**src/rtl/shift_pkg.sv**
```systemverilog
// shift_pkg: shared constants for the pipelined right shifter.
//   - Operation encoding for in_op (SRL/SRA/SRLW/SRAW).
//   - Datapath widths.
//   - Per-stage shift strides (16/4/1) and the shamt bit slice each stage consumes.
//   - Small decode helpers for the op field.
package shift_pkg;

    localparam logic [1:0] SHOP_SRL  = 2'b00;
    localparam logic [1:0] SHOP_SRA  = 2'b01;
    localparam logic [1:0] SHOP_SRLW = 2'b10;
    localparam logic [1:0] SHOP_SRAW = 2'b11;

    localparam int XLEN    = 64;
    localparam int SHAMT_W = 6;

    // Radix-4 decomposition: each stage consumes two shamt bits.
    localparam int STRIDE_S1 = 16;
    localparam int STRIDE_S2 = 4;
    localparam int STRIDE_S3 = 1;

    localparam int SEL_LSB_S1 = 4;
    localparam int SEL_LSB_S2 = 2;
    localparam int SEL_LSB_S3 = 0;

    // op[1] selects the 32-bit word form.
    function automatic logic op_is_word(input logic [1:0] op);
        return op[1];
    endfunction

    // op[0] selects an arithmetic (sign-filling) shift.
    function automatic logic op_is_arith(input logic [1:0] op);
        return op[0];
    endfunction

endpackage

```
**src/rtl/srl_stage.sv**
```systemverilog
// srl_stage: one registered radix-4 right-shift step.
//   - Shifts up_data right by STRIDE * up_shamt[SEL_LSB+:2].
//   - Vacated top bits are filled with up_fill.
//   - The result is captured, together with the sideband, into a single register slice.
// Ports:
//   clk, rst_n, flush                       clock, async active-low reset, sync kill
//   up_valid/up_ready                       upstream handshake
//   up_data/up_shamt/up_fill/up_word/up_tag upstream payload
//   dn_valid/dn_ready                       downstream handshake
//   dn_data/dn_shamt/dn_fill/dn_word/dn_tag registered payload
module srl_stage
    import shift_pkg::*;
#(
    parameter int STRIDE  = 1,
    parameter int SEL_LSB = 0,
    parameter int TAG_W   = 5
) (
    input  logic               clk,
    input  logic               rst_n,
    input  logic               flush,
    input  logic               up_valid,
    output logic               up_ready,
    input  logic [XLEN-1:0]    up_data,
    input  logic [SHAMT_W-1:0] up_shamt,
    input  logic               up_fill,
    input  logic               up_word,
    input  logic [TAG_W-1:0]   up_tag,
    output logic               dn_valid,
    input  logic               dn_ready,
    output logic [XLEN-1:0]    dn_data,
    output logic [SHAMT_W-1:0] dn_shamt,
    output logic               dn_fill,
    output logic               dn_word,
    output logic [TAG_W-1:0]   dn_tag
);

    localparam int SH1 = STRIDE;
    localparam int SH2 = 2 * STRIDE;
    localparam int SH3 = 3 * STRIDE;

    logic [1:0]         sel;
    logic [XLEN-1:0]    shifted;
    logic               load;

    logic               valid_q, valid_d;
    logic [XLEN-1:0]    data_q, data_d;
    logic [SHAMT_W-1:0] shamt_q, shamt_d;
    logic               fill_q, fill_d;
    logic               word_q, word_d;
    logic [TAG_W-1:0]   tag_q, tag_d;

    always_comb begin
        sel     = up_shamt[SEL_LSB +: 2];
        shifted = up_data;
        case (sel)
            2'd0: shifted = up_data;
            2'd1: shifted = {{SH1{up_fill}}, up_data[XLEN-1:SH1]};
            2'd2: shifted = {{SH2{up_fill}}, up_data[XLEN-1:SH2]};
            2'd3: shifted = {{SH3{up_fill}}, up_data[XLEN-1:SH3]};
            default: shifted = up_data;
        endcase
    end

    // Handshake: a beat moves across a boundary only on a cycle where valid
    // and ready are both high. This slice is ready when it is empty or when its
    // own content leaves downstream in the same cycle, so a bubble is
    // collapsed while later stages stall. A stalled slice keeps its payload
    // untouched. flush empties the slice and wins over any transfer that cycle.
    assign up_ready = !valid_q || dn_ready;
    assign load     = up_valid && up_ready && !flush;

    always_comb begin
        valid_d = valid_q;
        data_d  = data_q;
        shamt_d = shamt_q;
        fill_d  = fill_q;
        word_d  = word_q;
        tag_d   = tag_q;
        if (flush) begin
            valid_d = 1'b0;
        end else if (up_ready) begin
            valid_d = up_valid;
        end
        if (load) begin
            data_d  = shifted;
            shamt_d = up_shamt;
            fill_d  = up_fill;
            word_d  = up_word;
            tag_d   = up_tag;
        end
    end

    always_ff @(posedge clk or negedge rst_n) begin
        if (!rst_n) begin
            valid_q <= 1'b0;
            data_q  <= '0;
            shamt_q <= '0;
            fill_q  <= 1'b0;
            word_q  <= 1'b0;
            tag_q   <= '0;
        end else begin
            valid_q <= valid_d;
            data_q  <= data_d;
            shamt_q <= shamt_d;
            fill_q  <= fill_d;
            word_q  <= word_d;
            tag_q   <= tag_d;
        end
    end

    assign dn_valid = valid_q;
    assign dn_data  = data_q;
    assign dn_shamt = shamt_q;
    assign dn_fill  = fill_q;
    assign dn_word  = word_q;
    assign dn_tag   = tag_q;

endmodule

```
**src/rtl/srl64_pipe.sv**
```systemverilog
// srl64_pipe: three-stage pipelined RV64 right shifter (SRL, SRA, SRLW, SRAW).
//   - Input preparation builds the fill bit, the word operand and the effective shamt.
//   - Three srl_stage slices shift by 16/4/1 x two shamt bits each.
//   - Word results are sign-extended from bit 31 at the output.
// Ports:
//   clk, rst_n, flush            clock, async active-low reset, sync kill
//   in_valid/in_ready            input handshake (in_ready follows out_ready through the stages)
//   in_x, in_shamt, in_op, in_tag
//                                operand, shift count, operation, pass-through tag
//   out_valid/out_ready          output handshake
//   out_y, out_tag               result and its tag
module srl64_pipe
    import shift_pkg::*;
#(
    parameter int TAG_W = 5
) (
    input  logic             clk,
    input  logic             rst_n,
    input  logic             flush,
    input  logic             in_valid,
    output logic             in_ready,
    input  logic [63:0]      in_x,
    input  logic [5:0]       in_shamt,
    input  logic [1:0]       in_op,
    input  logic [TAG_W-1:0] in_tag,
    output logic             out_valid,
    input  logic             out_ready,
    output logic [63:0]      out_y,
    output logic [TAG_W-1:0] out_tag
);

    logic               prep_word;
    logic               prep_fill;
    logic [XLEN-1:0]    prep_data;
    logic [SHAMT_W-1:0] prep_shamt;

    // Word ops pre-fill the upper half so the 64-bit stages produce the right
    // low word; shamt[5] is dropped because word shifts only go up to 31.
    always_comb begin
        prep_word  = op_is_word(in_op);
        prep_fill  = op_is_arith(in_op) & (prep_word ? in_x[31] : in_x[63]);
        prep_data  = prep_word ? {{32{prep_fill}}, in_x[31:0]} : in_x;
        prep_shamt = prep_word ? {1'b0, in_shamt[4:0]} : in_shamt;
    end

    logic               s1_valid, s1_ready;
    logic [XLEN-1:0]    s1_data;
    logic [SHAMT_W-1:0] s1_shamt;
    logic               s1_fill, s1_word;
    logic [TAG_W-1:0]   s1_tag;

    logic               s2_valid, s2_ready;
    logic [XLEN-1:0]    s2_data;
    logic [SHAMT_W-1:0] s2_shamt;
    logic               s2_fill, s2_word;
    logic [TAG_W-1:0]   s2_tag;

    logic               s3_valid;
    logic [XLEN-1:0]    s3_data;
    logic [SHAMT_W-1:0] s3_shamt;
    logic               s3_fill, s3_word;
    logic [TAG_W-1:0]   s3_tag;

    srl_stage #(.STRIDE(STRIDE_S1), .SEL_LSB(SEL_LSB_S1), .TAG_W(TAG_W)) u_stage1 (
        .clk      (clk),
        .rst_n    (rst_n),
        .flush    (flush),
        .up_valid (in_valid),
        .up_ready (in_ready),
        .up_data  (prep_data),
        .up_shamt (prep_shamt),
        .up_fill  (prep_fill),
        .up_word  (prep_word),
        .up_tag   (in_tag),
        .dn_valid (s1_valid),
        .dn_ready (s1_ready),
        .dn_data  (s1_data),
        .dn_shamt (s1_shamt),
        .dn_fill  (s1_fill),
        .dn_word  (s1_word),
        .dn_tag   (s1_tag)
    );

    srl_stage #(.STRIDE(STRIDE_S2), .SEL_LSB(SEL_LSB_S2), .TAG_W(TAG_W)) u_stage2 (
        .clk      (clk),
        .rst_n    (rst_n),
        .flush    (flush),
        .up_valid (s1_valid),
        .up_ready (s1_ready),
        .up_data  (s1_data),
        .up_shamt (s1_shamt),
        .up_fill  (s1_fill),
        .up_word  (s1_word),
        .up_tag   (s1_tag),
        .dn_valid (s2_valid),
        .dn_ready (s2_ready),
        .dn_data  (s2_data),
        .dn_shamt (s2_shamt),
        .dn_fill  (s2_fill),
        .dn_word  (s2_word),
        .dn_tag   (s2_tag)
    );

    srl_stage #(.STRIDE(STRIDE_S3), .SEL_LSB(SEL_LSB_S3), .TAG_W(TAG_W)) u_stage3 (
        .clk      (clk),
        .rst_n    (rst_n),
        .flush    (flush),
        .up_valid (s2_valid),
        .up_ready (s2_ready),
        .up_data  (s2_data),
        .up_shamt (s2_shamt),
        .up_fill  (s2_fill),
        .up_word  (s2_word),
        .up_tag   (s2_tag),
        .dn_valid (s3_valid),
        .dn_ready (out_ready),
        .dn_data  (s3_data),
        .dn_shamt (s3_shamt),
        .dn_fill  (s3_fill),
        .dn_word  (s3_word),
        .dn_tag   (s3_tag)
    );

    // The last slice's shamt and fill have no consumer past the shifter.
    logic unused_s3;
    assign unused_s3 = ^{s3_shamt, s3_fill};

    // SRLW also sign-extends its 32-bit result (RV64 W-op rule).
    assign out_y     = s3_word ? {{32{s3_data[31]}}, s3_data[31:0]} : s3_data;
    assign out_valid = s3_valid;
    assign out_tag   = s3_tag;

endmodule

```
**config.mk**
```make
export PLATFORM = sky130hd
export DESIGN_NAME = srl64_pipe
export DESIGN_NICKNAME = d
export VERILOG_FILES = /design/src/rtl/shift_pkg.sv /design/src/rtl/srl_stage.sv /design/src/rtl/srl64_pipe.sv
export SDC_FILE = /design/constraint.sdc
export NUM_CORES = 1
export LEC_CHECK = 0
export CORE_MARGIN = 10
export CORE_UTILIZATION = 30
export DETAILED_ROUTE_END_ITERATION = 16
export GPL_TIMING_DRIVEN = 0
export PLACE_DENSITY = 0.54
export SETUP_SLACK_MARGIN = 0.05
export SYNTH_ARGS = -nofsm -noshare
export SYNTH_HDL_FRONTEND = slang
export SYNTH_SLANG_ARGS = --single-unit
```
**constraint.sdc**
```tcl
create_clock -name clk -period 2.9 [get_ports clk]
set_clock_uncertainty 0.1 [all_clocks]
set_input_delay 0.58 -clock clk [delete_from_list [all_inputs] [get_ports clk]]
set_output_delay 0.58 -clock clk [all_outputs]
set_load 0.05 [all_outputs]
```
* Word-level counts from Yosys, hierarchy flattened
Cells that the tools add are included.
** Cells by class
- Eq/ne operators :: 9
- Bitwise gates (word level) :: 1
- Reduce and logical (&&, ||, !) cells :: 19
- Mux-type cells :: 13
** Operators by type and width (count)
- $pmux 64 s4 :: 3
- $mux 64 :: 2
- $eq 2x2->1 const B :: 6
- $mux 1 :: 7
- $eq 2x1->1 const B :: 3
- $logic_and 1x1->1 :: 6
- $logic_not 2->1 :: 3
- $mux 6 :: 1
- $reduce_bool 2->1 :: 3
- $logic_not 1->1 :: 4
- $logic_or 1x1->1 :: 3
- $and 1x1->1 :: 1
** Storage, ports and cells
- Register bits after elaboration :: 221
- Logic and storage cells :: 58
- Output and inout bits :: 71

* Longest topological paths before layout
Gate-level depths: netlist (run 1).
- Word-level depth :: 6
- Gate-level depth with buffers :: 7
- Depth with buffers taken out :: 4

* By module
A second synthesis (run 1) with hierarchy kept.
** Second synthesis, totals
- Cells, all modules :: 969
- Area, all modules :: 13679.4 um^2
** Modules (own cells, without submodules)
- srl_stage at u_stage3 :: area an instance 4430.5 um^2, times used 1, cells an instance 251
- srl_stage at u_stage2 :: area an instance 4354.2 um^2, times used 1, cells an instance 265
- srl_stage at u_stage1 :: area an instance 4240.3 um^2, times used 1, cells an instance 308
- srl64_pipe :: area an instance 654.4 um^2, times used 1, cells an instance 145

* Worst setup path before layout (run 1)
Ideal clock, no wire load.
- Path kind :: register -> output
- Start point :: reg u_stage3.word_q (netlist: u_stage3.dn_word)
- End point :: out out_y[33]
- Arrival time :: 1.697 ns
- Cell stages (with the launch flop) :: 3
- Slack :: 0.523 ns
- Path through :: dfrtp_1 > clkbuf_1 > o21ai_0
** Between the ends
- Cells in the longest elaborated chain, start to end :: 1
** Ends and longest elaborated chain
- from (decl) :: RTL line srl_stage.sv:49 : logic word_q, word_d;
- from (signal assigned) :: RTL line srl_stage.sv:106 : word_q <= word_d;
- $mux 64 :: RTL line srl64_pipe.sv:129 : assign out_y = s3_word ? {{32{s3_data[31]}}, s3_data[31:0]} : s3_data;
- to (decl) :: RTL line srl64_pipe.sv:28 : output logic [63:0] out_y,
Every way passes these cells.

* Worst setup path after layout (run 1)
- Start point :: in out_ready
- End point :: out in_ready
** Between the ends
- Cells in the longest elaborated chain, start to end :: 3
** Ends and longest elaborated chain
- from (decl) :: RTL line srl64_pipe.sv:27 : input logic out_ready,
- $logic_or 1x1->1 (3 in series) :: RTL line srl_stage.sv:69 : assign up_ready = !valid_q || dn_ready;
- to (decl) :: RTL line srl64_pipe.sv:21 : output logic in_ready,
Every way passes these cells.

==> metrics.csv, run 1 <==
stage,metric,value,unit
clock_network,Root Driver,clkbuf_16,
clock_network,clock transition at the registers of the reported paths,0.06,ns
critical_path,CP Capture Type,output port,
pwr,Seq pwr share,0.337,
sta,minimum clock period,2.779,ns
pwr,Combinational Power Share,0.450,
flow_run,Max Cap Viol,0,
pwr,maximum vdd ir drop,541.3,µV
worst_hold_path,hold crit path type,in2async,
yosys,Post-Synthesis Cells,1135,
detailed_routing,initial drt markers,625,
grt,largest net degree at the start of global routing,122,
sta,Rel. slew slack,0.4098,
yosys,ys flop type,dfrtp_1,
die,Rows,77,
sta,setup TNS after final layout,0,ns
die,starting density of the core,0.3021,
clock_network,H-tree levels,1,
clock_network,post-CTS setup buffers,0,
grt,vias in the first global route,10050,
detailed_routing,vias,9727,
clock_network,post-cts resize count,75,
yosys,async set or reset register ratio after synthesis,1.000,
detailed_routing,Residual DRC,0,
pwr,Clock power frac,0.213,
clock_network,CTS tree,built,
detailed_routing,WL/cell,21.29,µm
grt,total track usage,0.1504,
placed_design,PortBufs,150,
sta,RSZ-0062 raised after global routing,no,
sta,period utilization,0.9582,
sta,Fmax,359.9,MHz
placed_design,GP Congestion,0.9190,
yosys,Avg Inst Size Synth,11.75,µm²
sta,max-slew violation count,0,
detailed_routing,drt pass-1 iters,5,
placed_design,Placed Cells incl. Taps,1878,
clock_network,Clock Path Buffers,3,
critical_path,Worst Setup Start Kind,primary input,
final_layout,fin cells,1922,
yosys,post-synth top area cell,dfrtp_1,
final_layout,Syn-to-layout area delta,22.42,%
pwr,Pwr Total,14920,µW
detailed_routing,total wire length,40920,µm
grt,first-pass GRT wire length,62870,µm
grt,grt total ovfl,0,
sta,final setup violation count,0,
critical_path,Worst Path Max Fanout,4,
detailed_routing,vias per cell,5.061,
yosys,Cell variety after synth,43,
clock_network,Skew-Pair Late Insertion Delay,0.53,ns
clock_network,hold_buf cts,0,
pwr,P per Cell Area,914.0,nW/µm²
yosys,Yosys warnings,0,
pwr,Switching Power,5873,µW
die,core footprint,44120,µm²
placed_design,Placed Area,15610,µm²
die,IO Count,153,
yosys,synth cell count leaders,"dfrtp_1 (221), nand2_1 (133), o21ai_0 (118)",
pwr,sw frac,0.3937,
final_layout,fillers,4401,
final_layout,Final #Nets,1394,
pwr,Leak,0.006944,µW
die,die width,230.8,µm
detailed_routing,Antenna Nets Post-Route,0,
yosys,most common cell in the netlist,dfrtp_1,
yosys,"Seq/Total Area, Yosys",0.4148,
grt,antenna violations before repair,0,
placed_design,HPWL Detailed,32450,µm
sta,actual slew at the worst max-slew pin,0.8607,ns
yosys,Yosys reg bits,221,
pwr,cell internal pwr,9045,µW
final_layout,ant diodes,0,
status,outcome,"complete, no violations",
yosys,Netlist Area Pre-Place,13330,µm²
critical_path,Worst EP required,2.22,ns
clock_network,CTS buffer count,24,
critical_path,critical path arrival,2.10,ns
yosys,"EDFF count, synth",0,
yosys,syn nets,1217,
sta,"Hold Violations, Final",0,
die,Chip Height,230.8,µm
clock_network,clk sinks,221,
final_layout,share of layout cells above drive strength 1,0.3165,
final_layout,post-route cell area,16320,µm²
critical_path,CP Class,in2out,
die,Die ar.,53270,µm²
yosys,top cell type's share of synthesized area,0.4148,
yosys,largest cells by area after synthesis,"dfrtp_1 (41%), mux4_2 (18%), mux2_2 (5.9%), mux2_4 (4.7%), o21ai_0 (4.4%)",
==> layout by cell type (no fill, tap or decap), types with 38 or more instances in the layout <==
master           synthesis  layout
a21oi_1                 38      38
clkdlybuf4s50_1          0     117
inv_1                   56      56
buf_2                   50      50
mux4_2                 108     108
o21ai_0                118     118
dfrtp_1                221     221
buf_4                   39      39
mux2_4                  42      42
nand2_1                133     133
mux2_2                  70      70
==> path summary, 6_finish.rpt <==
check	start	end	slack, ns	cells past startpoint
setup / recovery	out_ready	in_ready	0.12	3
hold / removal	rst_n	u_stage3.dn_data[7]	0.003	1
setup reg to reg	u_stage2.dn_valid	u_stage1.dn_data[11]	0.79	6
hold reg to reg	u_stage1.dn_tag[0]	u_stage1.dn_tag[0]	0.37	2
max in group asynchronous	rst_n	u_stage1.dn_data[44]	1.65	2
min in group clk	u_stage1.dn_tag[0]	u_stage1.dn_tag[0]	0.37	2
==> final cells by class <==
class                           instances  area, µm²  share of cell area
Multi-Input combinational cell        725       6795              0.4164
Clock buffer                           33      725.7             0.04446
Tap cell                              592      740.7             0.04538
Timing Repair Buffer                  151       1413             0.08655
Buffer                                133      798.3             0.04891
Inverter                               56      210.2             0.01288
Clock inverter                         11      107.6            0.006593
Sequential cell                       221       5530              0.3389
==> stage by stage <==
stage / utilization / hold WS, ns / setup WS (ns)
floorplan: - / 0.1844 / 0.5232
detailed placement: 0.3537 / 0.3633 / -0.008609
CTS: 0.3721 / 0.02314 / 0.01946
finish: 0.3699 / 0.002784 / 0.1212
global route: 0.3699 / 0.05364 / 0.07932
global placement: 0.3529 / 0.3564 / -8.144
==> sequential cells by signal (all words and copies together) (netlist names), 2 cells and up <==
name / flops
u_stage1.dn_data: 64
u_stage1.dn_shamt: 4
u_stage1.dn_tag: 5
u_stage2.dn_data: 64
u_stage2.dn_shamt: 2
u_stage2.dn_tag: 5
u_stage3.dn_data: 64
u_stage3.dn_tag: 5
==> cells by family (layout without fill, tap and decap cells) <==
family,count (synthesis),after routing,share of synthesized area
and+or+nand+nor,204,204,0.06804
buffers and inverters,189,384,0.07546
muxes,262,262,0.3225
AOI/OAI and AO/OA,259,259,0.1192
DFF,221,221,0.4148
==> metal layers <==
layer	up-vias	share of wire	global-route usage
met4	0	0.019	0.03762
met1	4863	0.48	0.2132
met3	49	0.061	0.03164
li1	4515	-	-
met5	-	0	0
met2	300	0.44	0.2292
==> power by group through the flow <==
stage               sequential [µW]  combinational, µW  clock [µW]
global placement               5040               6950           0
detailed placement             5080               7020           0
floorplan                      4720               5080           0
CTS                            5020               6860        3270
finish                         5020               6710        3180
global route                   5180               7160        3400
==> critical path: stages <==
cell and delay, ns:
clkdlybuf4s50_1 0.52, nand4b_2 0.18, clkdlybuf4s50_1 0.82
Power figures use the tool's default switching activity.
==> inputs of run 2 (changes only) <==
- SLEW_MARGIN: default -> 20
==> run 2 against run 1 <==
Critical path depth unchanged. Sequential cell count unchanged. Cell area up 0.72%. Global-route usage about the same. Clock-buffer cell count is 6 higher. Non-clock buffer count rose by 2. Critical path type unchanged. Largest power group unchanged.
==> metrics.csv, run 2 (same netlist as run 1, synthesis figures left out) <==
stage,metric,value,unit
final_layout,fillers,4417,
placed_design,HPWL Detailed,32610,µm
final_layout,ant diodes,0,
clock_network,post-CTS setup buffers,0,
critical_path,CP Class,in2out,
die,Rows,77,
sta,max-slew violation count,0,
worst_hold_path,hold path startpoint,u_stage1.dn_tag[0],
detailed_routing,drt pass-1 iters,5,
final_layout,Syn-to-layout area delta,23.30,%
clock_network,CTS buffer count,25,
final_layout,post-route cell area,16440,µm²
detailed_routing,vias per cell,5.105,
grt,grt total ovfl,0,
critical_path,Worst Setup Start Kind,primary input,
grt,first-pass GRT wire length,62910,µm
detailed_routing,total wire length,40960,µm
pwr,maximum vdd ir drop,499.8,µV
critical_path,Worst EP required,2.22,ns
grt,largest net degree at the start of global routing,96,
clock_network,H-tree levels,1,
die,Chip Height,230.8,µm
die,core footprint,44120,µm²
critical_path,r2r setup slk,0.81,ns
critical_path,reg2reg end,u_stage1.dn_data[11],
sta,final setup violation count,0,
detailed_routing,Antenna Nets Post-Route,0,
detailed_routing,vias,9822,
grt,antenna violations before repair,0,
sta,actual slew at the worst max-slew pin,0.8599,ns
placed_design,GP Congestion,0.9190,
sta,RSZ-0062 raised after global routing,yes,
clock_network,Root Driver,clkbuf_16,
final_layout,share of layout cells above drive strength 1,0.3131,
critical_path,crit path launch,out_ready,
die,starting density of the core,0.3021,
detailed_routing,WL/cell,21.29,µm
critical_path,reg2reg start,u_stage2.dn_valid,
final_layout,Final #Nets,1397,
critical_path,reg2reg path depth,6,
die,die width,230.8,µm
clock_network,Clock Path Buffers,3,
flow_run,Max Cap Viol,0,
final_layout,most frequent cells in the layout,"dfrtp_1 (221), nand2_1 (133), o21ai_0 (118), clkdlybuf4s50_1 (117), mux4_2 (108)",
sta,Fmax,359.2,MHz
detailed_routing,initial drt markers,613,
grt,total track usage,0.1501,
clock_network,CTS tree,built,
sta,Rel. slew slack,0.4103,
sta,minimum clock period,2.784,ns
clock_network,Skew-Pair Late Insertion Delay,0.53,ns
sta,period utilization,0.9600,
pwr,Leak,0.006953,µW
final_layout,fin util,0.3725,
detailed_routing,Residual DRC,0,
clock_network,clk sinks,221,
die,IO Count,153,
grt,vias in the first global route,10110,
pwr,P per Cell Area,910.8,nW/µm²
clock_network,clock transition at the registers of the reported paths,0.06,ns
critical_path,CP Capture Type,output port,
status,outcome,"complete, no violations",
sta,"Hold Violations, Final",0,
critical_path,critical path arrival,2.10,ns
final_layout,"commonest non-fill, non-tap cell in the layout",dfrtp_1,
placed_design,Placed Area,15630,µm²
die,Die ar.,53270,µm²
worst_hold_path,hold crit path type,reg2reg,
worst_hold_path,Hold Crit Depth,2,
worst_hold_path,hold endpoint,u_stage1.dn_tag[0],
placed_design,PortBufs,150,
critical_path,Worst Path Max Fanout,4,
## run 2: changes by cell type in the layout (fill, tap and decap cells not counted)
| cell | before | now |
|---|---|---|
| clkinv_2 | 8 | 3 |
| clkbuf_8 | 7 | 9 |
| buf_16 | 1 | 2 |
| clkinvlp_4 | 1 | 0 |
| dlygate4sd3_1 | 0 | 1 |
| clkbuf_2 | 28 | 13 |
| bufinv_16 | 2 | 1 |
| dlygate4sd1_1 | 0 | 1 |
| inv_6 | 0 | 1 |
| clkdlybuf4s15_2 | 5 | 19 |
| clkbuf_1 | 29 | 33 |
## run 2: critical path, cell delays in order
cell,delay [ns]
clkdlybuf4s50_1,0.52
nand4b_2,0.18
clkdlybuf4s50_1,0.82
## run 2: worst max-delay path by stage
stage                      endpoint  slack (ns)  cells past startpoint
6_report                   in_ready        0.12                      3
4_1_cts                   out_y[62]        0.05                      4
5_1_grt                   out_y[56]        0.03                      4
3_5_place_dp   u_stage1.dn_data[14]       0.002                      6
3_3_place_gp   u_stage1.dn_data[62]       -8.14                      1
2_1_floorplan             out_y[33]        0.52                      2
## run 2: per-stage QoR
| step | cells | power, µW | worst slack, ns | TNS, ns | hold WS [ns] |
|---|---|---|---|---|---|
| 6_report | 1924 | 14970 | 0.1161 | 0 | 0.3727 |
| 3_3_place_gp | 1877 | 11990 | -8.144 | -1795.17 | 0.3564 |
| 4_1_cts | 1924 | 15180 | 0.05277 | 0 | 0.3774 |
| 3_5_place_dp | 1879 | 12110 | 0.002033 | 0 | 0.3633 |
| 2_1_floorplan | 1135 | 9793 | 0.5232 | 0 | 0.1844 |
| 5_1_grt | 1924 | 15800 | 0.02571 | 0 | 0.3986 |
## run 2: area by class of cell
type / count / area (µm²) / area share
Tap cell: 592 / 740.7 / 0.04506
Clock inverter: 5 / 53.80 / 0.003273
Timing Repair Buffer: 153 / 1541 / 0.09377
Buffer: 133 / 798.3 / 0.04856
Clock buffer: 39 / 768.2 / 0.04673
Inverter: 56 / 210.2 / 0.01279
Multi-Input combinational cell: 725 / 6795 / 0.4134
Sequential cell: 221 / 5530 / 0.3364
## run 2: per-layer routing
layer | global-route usage | part of all wire | up-vias
met1 | 0.2127 | 0.48 | 4906
li1 | - | - | 4541
met5 | 0 | 0 | -
met3 | 0.02808 | 0.060 | 46
met4 | 0.03967 | 0.022 | 0
met2 | 0.2305 | 0.44 | 329
## run 2: repair_timing
action / in CTS / in global routing
endpoints found under the hold margin: 57 / 0
resized for setup: 102 / 23
hold buffers: 1 / 0
setup endpoints to repair: 32 / 20
pin swaps: 0 / 0
## run 2: where the power goes
group,internal (µW),switching [µW],total (µW)
clock network,1900,1250,3150
logic,3160,3640,6800
registers,4050,977,5030
total,9110,5860,15000
==> inputs of run 3 (changes only) <==
- RECOVER_POWER: default -> 25
==> run 3 against run 2 <==
Setup slack got worse by 0.033 ns. Register-to-register slack got worse by 0.06 ns. Clock-buffer cell count did not move. Hold slack barely moved. First-iteration DRC count rose by 0.49%. Clock power barely moved. Critical path type unchanged. Largest cell class unchanged.
==> metrics.csv, run 3 (same netlist as run 1, synthesis figures left out) <==
stage,metric,value,unit
critical_path,critical path arrival,2.14,ns
placed_design,Placed Area,15630,µm²
critical_path,CP most frequent cell,clkdlybuf4s50_1,
detailed_routing,total wire length,40960,µm
clock_network,Root Driver,clkbuf_16,
final_layout,"commonest non-fill, non-tap cell in the layout",dfrtp_1,
sta,Rel. slew slack,0.009177,
final_layout,Final #Nets,1397,
sta,"Hold Violations, Final",0,
detailed_routing,initial drt markers,616,
sta,RSZ-0062 raised after global routing,yes,
placed_design,HPWL Detailed,32610,µm
grt,antenna violations before repair,0,
final_layout,most frequent cells in the layout,"dfrtp_1 (221), nand2_1 (133), o21ai_0 (118), clkdlybuf4s50_1 (116), mux4_2 (108)",
critical_path,largest stage delay on the critical path,0.84,ns
grt,vias in the first global route,10110,
detailed_routing,Residual DRC,0,
grt,met2 Resource Use GR,0.2305,
sta,actual slew at the worst max-slew pin,1.486,ns
critical_path,CP cell instances,"clkdlybuf4s50_1, nand4b_1, clkdlybuf4s50_1",
clock_network,CTS tree,built,
die,Chip Height,230.8,µm
critical_path,Worst Path Max Fanout,4,
worst_hold_path,Hold Crit Depth,2,
detailed_routing,vias,9817,
pwr,maximum vdd ir drop,499.8,µV
placed_design,GP Congestion,0.9190,
clock_network,Skew-Pair Late Insertion Delay,0.53,ns
die,IO Count,153,
final_layout,fin util,0.3722,
detailed_routing,vias per cell,5.102,
final_layout,post-route cell area,16420,µm²
grt,first-pass GRT wire length,62910,µm
critical_path,critical path's slowest cell,clkdlybuf4s50_1,
pwr,P per Cell Area,911.6,nW/µm²
sta,final setup violation count,0,
grt,total track usage,0.1501,
pwr,Leak,0.006937,µW
clock_network,CTS buffer count,25,
sta,minimum clock period,2.816,ns
critical_path,Worst EP required,2.22,ns
clock_network,post-CTS setup buffers,0,
sta,max-slew violation count,0,
detailed_routing,WL/cell,21.29,µm
status,outcome,"complete, no violations",
die,Die ar.,53270,µm²
grt,gr busiest metal,met2,
critical_path,reg2reg path depth,6,
die,Rows,77,
final_layout,fillers,4420,
grt,largest net degree at the start of global routing,96,
detailed_routing,drt pass-1 iters,5,
worst_hold_path,hold crit path type,reg2reg,
critical_path,CP Capture Type,output port,
clock_network,Clock Path Buffers,3,
critical_path,Worst Setup Start Kind,primary input,
sta,Hold Slack,0.3727,ns
final_layout,ant diodes,0,
sta,Fmax,355.1,MHz
placed_design,PortBufs,150,
sta,period utilization,0.9712,
clock_network,H-tree levels,1,
grt,grt total ovfl,0,
grt,met3 Use GR,0.02808,
die,starting density of the core,0.3021,
flow_run,Max Cap Viol,0,
final_layout,Syn-to-layout area delta,23.18,%
grt,M1 GR Usage,0.2127,
clock_network,clock transition at the registers of the reported paths,0.06,ns
die,core footprint,44120,µm²
die,die width,230.8,µm
final_layout,share of layout cells above drive strength 1,0.3123,
critical_path,CP Class,in2out,
detailed_routing,Antenna Nets Post-Route,0,
clock_network,clk sinks,221,
[run 3: metrics by stage]
step,power (µW),instances,TNS (ns),setup slack [ns]
after floorplan,9793,1135,0,0.5232
after global placement,11990,1877,-1795.17,-8.144
after detailed placement,12110,1879,0,0.002033
after CTS,15180,1924,0,0.05277
after global routing,15790,1924,0,0.02571
final,14970,1924,0,0.08354
[run 3: report_power, final]
part           switching [µW]  total (µW)  internal (µW)
sequential                977        5030           4050
combinational            3640        6800           3160
clock                    1250        3150           1900
[run 3: layer usage]
metal | share of wire | routed length [µm]
met2 | 0.44 | 18130
met3 | 0.060 | 2449
met1 | 0.48 | 19520
met5 | 0 | 0
met4 | 0.021 | 857
[run 3: area by class of cell]
type | instances | area, µm² | share of cell area
well taps | 592 | 740.7 | 0.04510
clock inverters | 5 | 53.80 | 0.003276
flip-flops and latches | 221 | 5530 | 0.3368
plain buffers | 133 | 798.3 | 0.04861
inverters | 56 | 210.2 | 0.01280
clock buffers | 39 | 768.2 | 0.04678
repair buffers | 153 | 1531 | 0.09326
multi-input cells | 725 | 6789 | 0.4134
[run 3: repair_timing]
action,in CTS,in global routing
gates resized for setup,102,23
hold buffers,1,0
endpoints found under the hold margin,57,0
setup endpoints to repair,32,20
[run 3: worst paths after layout]
kind | start | endpoint | slack [ns]
setup / recovery | out_ready | in_ready | 0.08
setup reg to reg | u_stage2.dn_valid | u_stage1.dn_data[11] | 0.75
hold / removal | u_stage1.dn_tag[0] | u_stage1.dn_tag[0] | 0.37
hold reg to reg | u_stage1.dn_tag[0] | u_stage1.dn_tag[0] | 0.37
min in group asynchronous | rst_n | u_stage3.dn_data[8] | 0.83
max in group asynchronous | rst_n | u_stage1.dn_data[61] | 0.40
[run 3: critical path, delay by kind of cell]
| kind | cells | cell delay [ns] |
|---|---|---|
| buf+inv | 2 | 1.36 |
| simple gates | 1 | 0.20 |
